### config.mk
export PLATFORM = sky130hd
export DESIGN_NAME = apb_regfile_slave
export DESIGN_NICKNAME = d
export VERILOG_FILES = /design/src/rtl/apb_regfile_slave.sv
export SDC_FILE = /design/constraint.sdc
export NUM_CORES = 1
export LEC_CHECK = 0
export CORE_AREA = 5 5 238 240
export CTS_CLUSTER_DIAMETER = 200
export CTS_CLUSTER_SIZE = 10
export DETAILED_ROUTE_END_ITERATION = 10
export DIE_AREA = 0 0 243 245
export GPL_TIMING_DRIVEN = 1
export HOLD_SLACK_MARGIN = 0.03
export RECOVER_POWER = 50
export SETUP_SLACK_MARGIN = 0.05
export SKIP_LAST_GASP = 1
export SYNTH_ARGS = -nofsm -noshare
export SYNTH_HDL_FRONTEND = slang
export SYNTH_SLANG_ARGS = --single-unit
### constraint.sdc
create_clock -name pclk -period 21.3 [get_ports pclk]
set_clock_uncertainty 0.05 [all_clocks]
set_input_delay 3.195 -clock pclk [delete_from_list [all_inputs] [get_ports pclk]]
set_output_delay 3.195 -clock pclk [all_outputs]
set_load 0.05 [all_outputs]
### src/rtl/apb_regfile_slave.sv
// APB register file slave: parametrised width/count, wait states, byte
// strobes, read-only hardware status slots and error decoding.
module apb_regfile_slave #(
    parameter int unsigned                 APB_ADDR_WIDTH = 32,
    parameter int unsigned                 APB_DATA_WIDTH = 32,
    parameter int unsigned                 NUM_REGS       = 8,
    parameter int unsigned                 WAIT_STATES    = 0,
    parameter logic [NUM_REGS-1:0]         RO_MASK        = '0,
    parameter logic [APB_DATA_WIDTH-1:0]   RESET_VAL      = '0
) (
    input  logic                               pclk,
    input  logic                               preset,
    input  logic [APB_ADDR_WIDTH-1:0]          paddr,
    input  logic                               psel,
    input  logic                               penable,
    input  logic                               pwrite,
    input  logic [APB_DATA_WIDTH-1:0]          pwdata,
    input  logic [APB_DATA_WIDTH/8-1:0]        pstrb,
    output logic [APB_DATA_WIDTH-1:0]          prdata,
    output logic                               pready,
    output logic                               pslverr,
    output logic [NUM_REGS*APB_DATA_WIDTH-1:0] reg_q,
    input  logic [NUM_REGS*APB_DATA_WIDTH-1:0] hw_status,
    output logic [NUM_REGS-1:0]                wr_pulse
);

    localparam int unsigned NB   = APB_DATA_WIDTH / 8;
    localparam int unsigned LSB  = $clog2(NB);
    localparam int unsigned IDXW = (NUM_REGS > 1) ? $clog2(NUM_REGS) : 1;
    localparam logic [APB_ADDR_WIDTH-1:0] ALIGN_MASK =
        APB_ADDR_WIDTH'((64'd1 << LSB) - 64'd1);

    typedef enum logic [1:0] {IDLE, SETUP, ACCESS} state_t;

    state_t                    state, state_n;
    logic [3:0]                cnt;
    logic                      cnt_en;
    logic                      start;
    logic                      commit;
    logic [IDXW-1:0]           idx_q;
    logic                      err_q;
    logic                      write_q;
    logic [APB_DATA_WIDTH-1:0] wdata_q;
    logic [NB-1:0]             strb_q;
    logic [APB_ADDR_WIDTH-1:0] idx_full;
    logic [IDXW-1:0]           idx_sel;
    logic                      ro_hit;
    logic                      dec_err;
    logic [APB_DATA_WIDTH-1:0] rd_word;
    logic [APB_DATA_WIDTH-1:0] regs [NUM_REGS];

    // RO slots expose hardware status, RW slots expose their storage
    for (genvar i = 0; i < NUM_REGS; i++) begin : g_regq
        assign reg_q[i*APB_DATA_WIDTH +: APB_DATA_WIDTH] =
            RO_MASK[i] ? hw_status[i*APB_DATA_WIDTH +: APB_DATA_WIDTH] : regs[i];
    end

    // Address decode at full shifted width so high bits never alias
    always_comb begin
        idx_full = paddr >> LSB;
        idx_sel  = idx_full[IDXW-1:0];
        ro_hit   = 1'b0;
        for (int unsigned i = 0; i < NUM_REGS; i++) begin
            if (idx_sel == IDXW'(i) && RO_MASK[i]) ro_hit = 1'b1;
        end
        dec_err = (idx_full >= APB_ADDR_WIDTH'(NUM_REGS)) ||
                  ((paddr & ALIGN_MASK) != '0) ||
                  (pwrite && ro_hit);
    end

    // Read mux over the latched register index
    always_comb begin
        rd_word = '0;
        for (int unsigned i = 0; i < NUM_REGS; i++) begin
            if (idx_q == IDXW'(i)) rd_word = reg_q[i*APB_DATA_WIDTH +: APB_DATA_WIDTH];
        end
    end

    // FSM state register
    always_ff @(posedge pclk or posedge preset) begin
        if (preset) state <= IDLE;
        else        state <= state_n;
    end

    // FSM next state and bus response; pready is combinational in ACCESS
    always_comb begin
        state_n = state;
        pready  = 1'b0;
        pslverr = 1'b0;
        prdata  = '0;
        commit  = 1'b0;
        cnt_en  = 1'b0;
        start   = 1'b0;
        case (state)
            IDLE: begin
                if (psel && !penable) begin
                    start   = 1'b1;
                    state_n = SETUP;
                end
            end
            SETUP: begin
                state_n = psel ? ACCESS : IDLE;
            end
            ACCESS: begin
                if (!psel) begin
                    state_n = IDLE;
                end else if (penable) begin
                    if (cnt == 4'(WAIT_STATES)) begin
                        pready  = 1'b1;
                        pslverr = err_q;
                        if (!write_q && !err_q) prdata = rd_word;
                        commit  = write_q && !err_q;
                        state_n = IDLE;
                    end else begin
                        cnt_en = 1'b1;
                    end
                end
            end
            default: state_n = IDLE;
        endcase
    end

    // Request capture, wait counter, register writes and write pulses
    always_ff @(posedge pclk or posedge preset) begin
        if (preset) begin
            cnt      <= '0;
            idx_q    <= '0;
            err_q    <= 1'b0;
            write_q  <= 1'b0;
            wdata_q  <= '0;
            strb_q   <= '0;
            wr_pulse <= '0;
            for (int unsigned i = 0; i < NUM_REGS; i++) regs[i] <= RESET_VAL;
        end else begin
            wr_pulse <= '0;
            if (start) begin
                cnt     <= '0;
                idx_q   <= idx_sel;
                err_q   <= dec_err;
                write_q <= pwrite;
                wdata_q <= pwdata;
                strb_q  <= pstrb;
            end else if (cnt_en) begin
                cnt <= cnt + 4'd1;
            end
            if (commit) begin
                for (int unsigned i = 0; i < NUM_REGS; i++) begin
                    if (idx_q == IDXW'(i)) begin
                        wr_pulse[i] <= 1'b1;
                        for (int unsigned b = 0; b < NB; b++) begin
                            if (strb_q[b]) regs[i][b*8 +: 8] <= wdata_q[b*8 +: 8];
                        end
                    end
                end
            end
        end
    end

endmodule

==> impl.org <==
** Placement
- Routability-driven placement finished with a final weighted congestion of ~0.8.
- Once detailed placement completed, the half-perimeter wirelength came to 37900 um.
- Number of placed instances with taps included :: 2093
- Summing all placed instances gives a cell area of 18900 um2.
- Buffers placed on the I/O ports in this run total 370.

** Die
- DIE AREA :: 59500 um2
- Number of placement rows :: between 80 and 90
- Die extent in x :: 243 um
- 627 I/O pins were placed.
- Initial Util :: approximately a quarter
- Area inside the core boundary :: 54400 um2
- The die is 245 um tall.

** Synth
- During synthesis, Yosys emitted a total of 0 warnings.
- Register bit count reported by yosys :: 311
- Cell type contributing the most total cell area after synthesis :: dfrtp_1
- After synthesis, the largest area contributor takes up 53.7% of total cell area.
- Number of distinct library cells after synthesis :: 66
- In the post-synthesis netlist, the biggest area contributors are dfrtp_1 54%, mux2_2 21%, mux2i_1 3.8%, nor2_8 2.2%, a22oi_1 1.4%.
- Cell count after synthesis :: 1058
- Leading cell type by number of instances after synthesis :: dfrtp_1
- The synthesized netlist occupies a cell area of approximately 14000 um2.
- When the netlist entered floorplanning its net count stood at 1389.
- Commonest cells in the netlist :: 311 x dfrtp_1, 276 x mux2_2, 55 x mux2i_1
- For this run, the leading register cell type out of synthesis is dfrtp_1.
- Number of flops mapped to enable cells by yosys :: 0
- Sequential fraction of the synthesis area :: 53.7%
- Mean post-synth cell area :: 13.7 um2
- Share of flip-flops with an asynchronous set or reset after synthesis :: 100%

** STA
- Pins Over Slew Limit :: 219
- Post-Route Setup TNS :: 0 ns
- Setup repair after global routing left no endpoint under its margin.
- Final setup viols :: 0
- Number of failing hold endpoints at the final stage :: 0
- Highest achievable clock rate :: just under 0.1 GHz
- Crit path time final :: between 10 and 15 ns
- Share of the clock period used by the worst path after layout :: 48.9%
- The worst pin sits at a relative slew slack of -235%.
- Measured slew at the worst slew-check pin :: 5.00 ns

** Power and ir drop
- For this design the ratio of total power to cell area is 69.5 nW/um2.
- Maximum resistive drop on vdd :: about 0.050 mV
- Leak Pwr :: 0.00928 uW

** Global routing
- Number of antenna violations at the first check in global routing :: 7
- Global route overflow :: 0
- Largest net degree at the start of global routing :: 110
- First-pass GRT wire length :: between 80000 and 90000 um
- Global routing consumed, on the met2 layer, roughly 27% of the routing resources.
- met2 is the most crowded layer.
- For met1 alone, demand over resource in global routing was 23.6%.
- The via count of the first global-routing pass was 11500.
- Global routing used 18.0% of the available tracks.
- For met3 alone, demand over resource in global routing was around 8%.

** Layout
- The finished layout holds 2139 standard cells, fillers aside.
- The area growth from synthesis to layout is 36.2%.
- Of the cells placed in the final design, the portion with a size suffix greater than 1 is a little over a quarter.
- Fill cell instance count of the final layout :: between 5000 and 6000
- After the last flow step, the layout net total stands at 1759.
- In the final layout, the multi-input gates occupy 6160 um2.
- Storage element area :: slightly below 8000 um2
- Final standard cell area without fillers :: approximately 20000 um2

** Clock network
- The number of hold buffers added after CTS was 0.
- The clock net in this run drives a total of 311 sinks.
- H-tree Lvls :: 2
- At the later pin of the worst-skew pair, clock insertion delay measures around 0.55 ns.
- Clk slew on worst S/H paths :: around 0.050 ns
- After clock tree synthesis, the repair step resized 0 gates.
- Number of clock buffers inserted by TritonCTS :: 37
- TritonCTS built the clock tree.
- Post-CTS timing repair inserted 0 buffers for setup.
- The root buffer cell chosen for the clock tree is clkbuf_16.
- The clock passes through at most 3 buffers.

** Worst setup path
- Worst endpoint required time :: 18.06 ns
- Walking the worst path, the cells encountered are dlygate4sd3_1 > nand4b_1 > nor4_4 > buf_4 > a22o_2 > a31o_2 > clkdlybuf4s50_1.
- STA classifies the critical path startpoint as a primary input.
- Critical path arrival :: ~7.2 ns
- The critical path in this run is classified as in -> out.
- The worst setup path is captured at an output port.
- Largest incremental delay on the critical path :: 1.16 ns
- R2R setup slack :: between 15 and 20 ns
- The slowest stage of the critical path is the nor4_4 cell.
- Along the worst path, the maximum fanout reaches 16.

** Flow run
- The tool flagged a number of max-cap violations equal to 4.

** Outcome
- The final reports fail on max-capacitance violations, max-slew violations.
- Status :: finished with violations

** Route
- Detailed Route Iter0 Violations :: 665
- The final route contains 10700 vias.
- Vias per cell :: 4.99
- Once detail routing completed, the nets flagged for antenna violations numbered 0.
- For this run, design rule violations remaining after detail routing come to 0.
- The first detailed-routing pass took 5 iterations.
- Routed wire length :: 55000 um
- Average wire per cell in the routed design :: 25.7 um

** Min path
- The worst hold path belongs to the class reg -> reg.
==> critical path: cells and delay by family <==
family | cells | cell delay, ns
buf+inv | 3 | 1.90
simple gates | 2 | 1.70
compound gates | 2 | 0.34
==> placed cells by master, fill, tap and decap left out, drive strengths merged, types with 4 or more instances in the layout <==
master and count:
mux2i 55, nor2b 9, nor3 6, nand3 6
o211ai 5, buf 11, a31o 4, a21oi 13
clkdlybuf4s50 197, nor4 7, dfrtp 311, a22oi 27
mux2 296, a211oi 20, inv 21, nand2 46
nand3b 4, o221ai 23, dlygate4sd3 173, nor2 61
clkbuf 45, a31oi 7, o21ai 30, or2 9
a22o 10
==> final cells by class <==
class / count / area share (%)
sequential: 311 / 39.5
multi-input combinational: 674 / 31.2
timing repair buffer: 384 / 19.3
clock buffer: 42 / 5.01
tap: 704 / 4.47
inverter: 20 / 0.387
clock inverter: 2 / 0.0888
antenna: 2 / 0.0254
==> layer usage <==
metal	wire, um	share of wire (%)	vias up
met1	23700	43	5494
met2	23900	43	465
li1	-	-	4618
met4	1350	2.5	8
met5	41	0.075	-
met3	6040	11	93
==> cells by family after synthesis <==
kind of cell | after synthesis | synth area share (%)
AOI/OAI and AO/OA | 147 | 7.22
xor gates and xnor gates | 3 | 0.181
adders and majority gates | 2 | 0.173
buffers and inverters | 73 | 2.57
DFF | 311 | 53.7
muxes | 353 | 27.3
and+or+nand+nor | 169 | 8.78
==> path summary, 6_finish.rpt <==
check,startpoint,endpoint,cells past startpoint
max,penable,prdata[12],7
min,reg_q[58],reg_q[58],1
max reg2reg,idx_q[1],reg_q[126],4
min reg2reg,reg_q[58],reg_q[58],1
max in group asynchronous,preset,reg_q[86],4
min in group asynchronous,preset,reg_q[133],2
==> sequential cells by signal, summed over array words and instances (netlist names) <==
register,cells
err_q,1
wr_pulse,8
idx_q,3
cnt,4
wdata_q,32
state,2
reg_q,256
strb_q,4
write_q,1
==> stage by stage <==
step	hold slack, ns	util (%)	total power, uW	setup WS (ns)
after global placement	0.449	34.7	812	11.36
after global routing	0.485	36.2	1430	10.22
after detailed placement	0.468	34.7	814	11.33
after CTS	0.481	36.6	1390	11.32
after floorplan	0.451	-	741	9.45
final	0.474	36.2	1370	10.89
==> power breakdown <==
part | internal, uW | leakage [uW] | total [uW] | switching (uW)
registers | 609 | 0.00425 | 665 | 56.2
logic | 56.7 | 0.00453 | 139 | 81.8
clock network | 324 | 0.000493 | 567 | 243
total | 990 | 0.00928 | 1370 | 381
(Power assumes the default switching activity.)
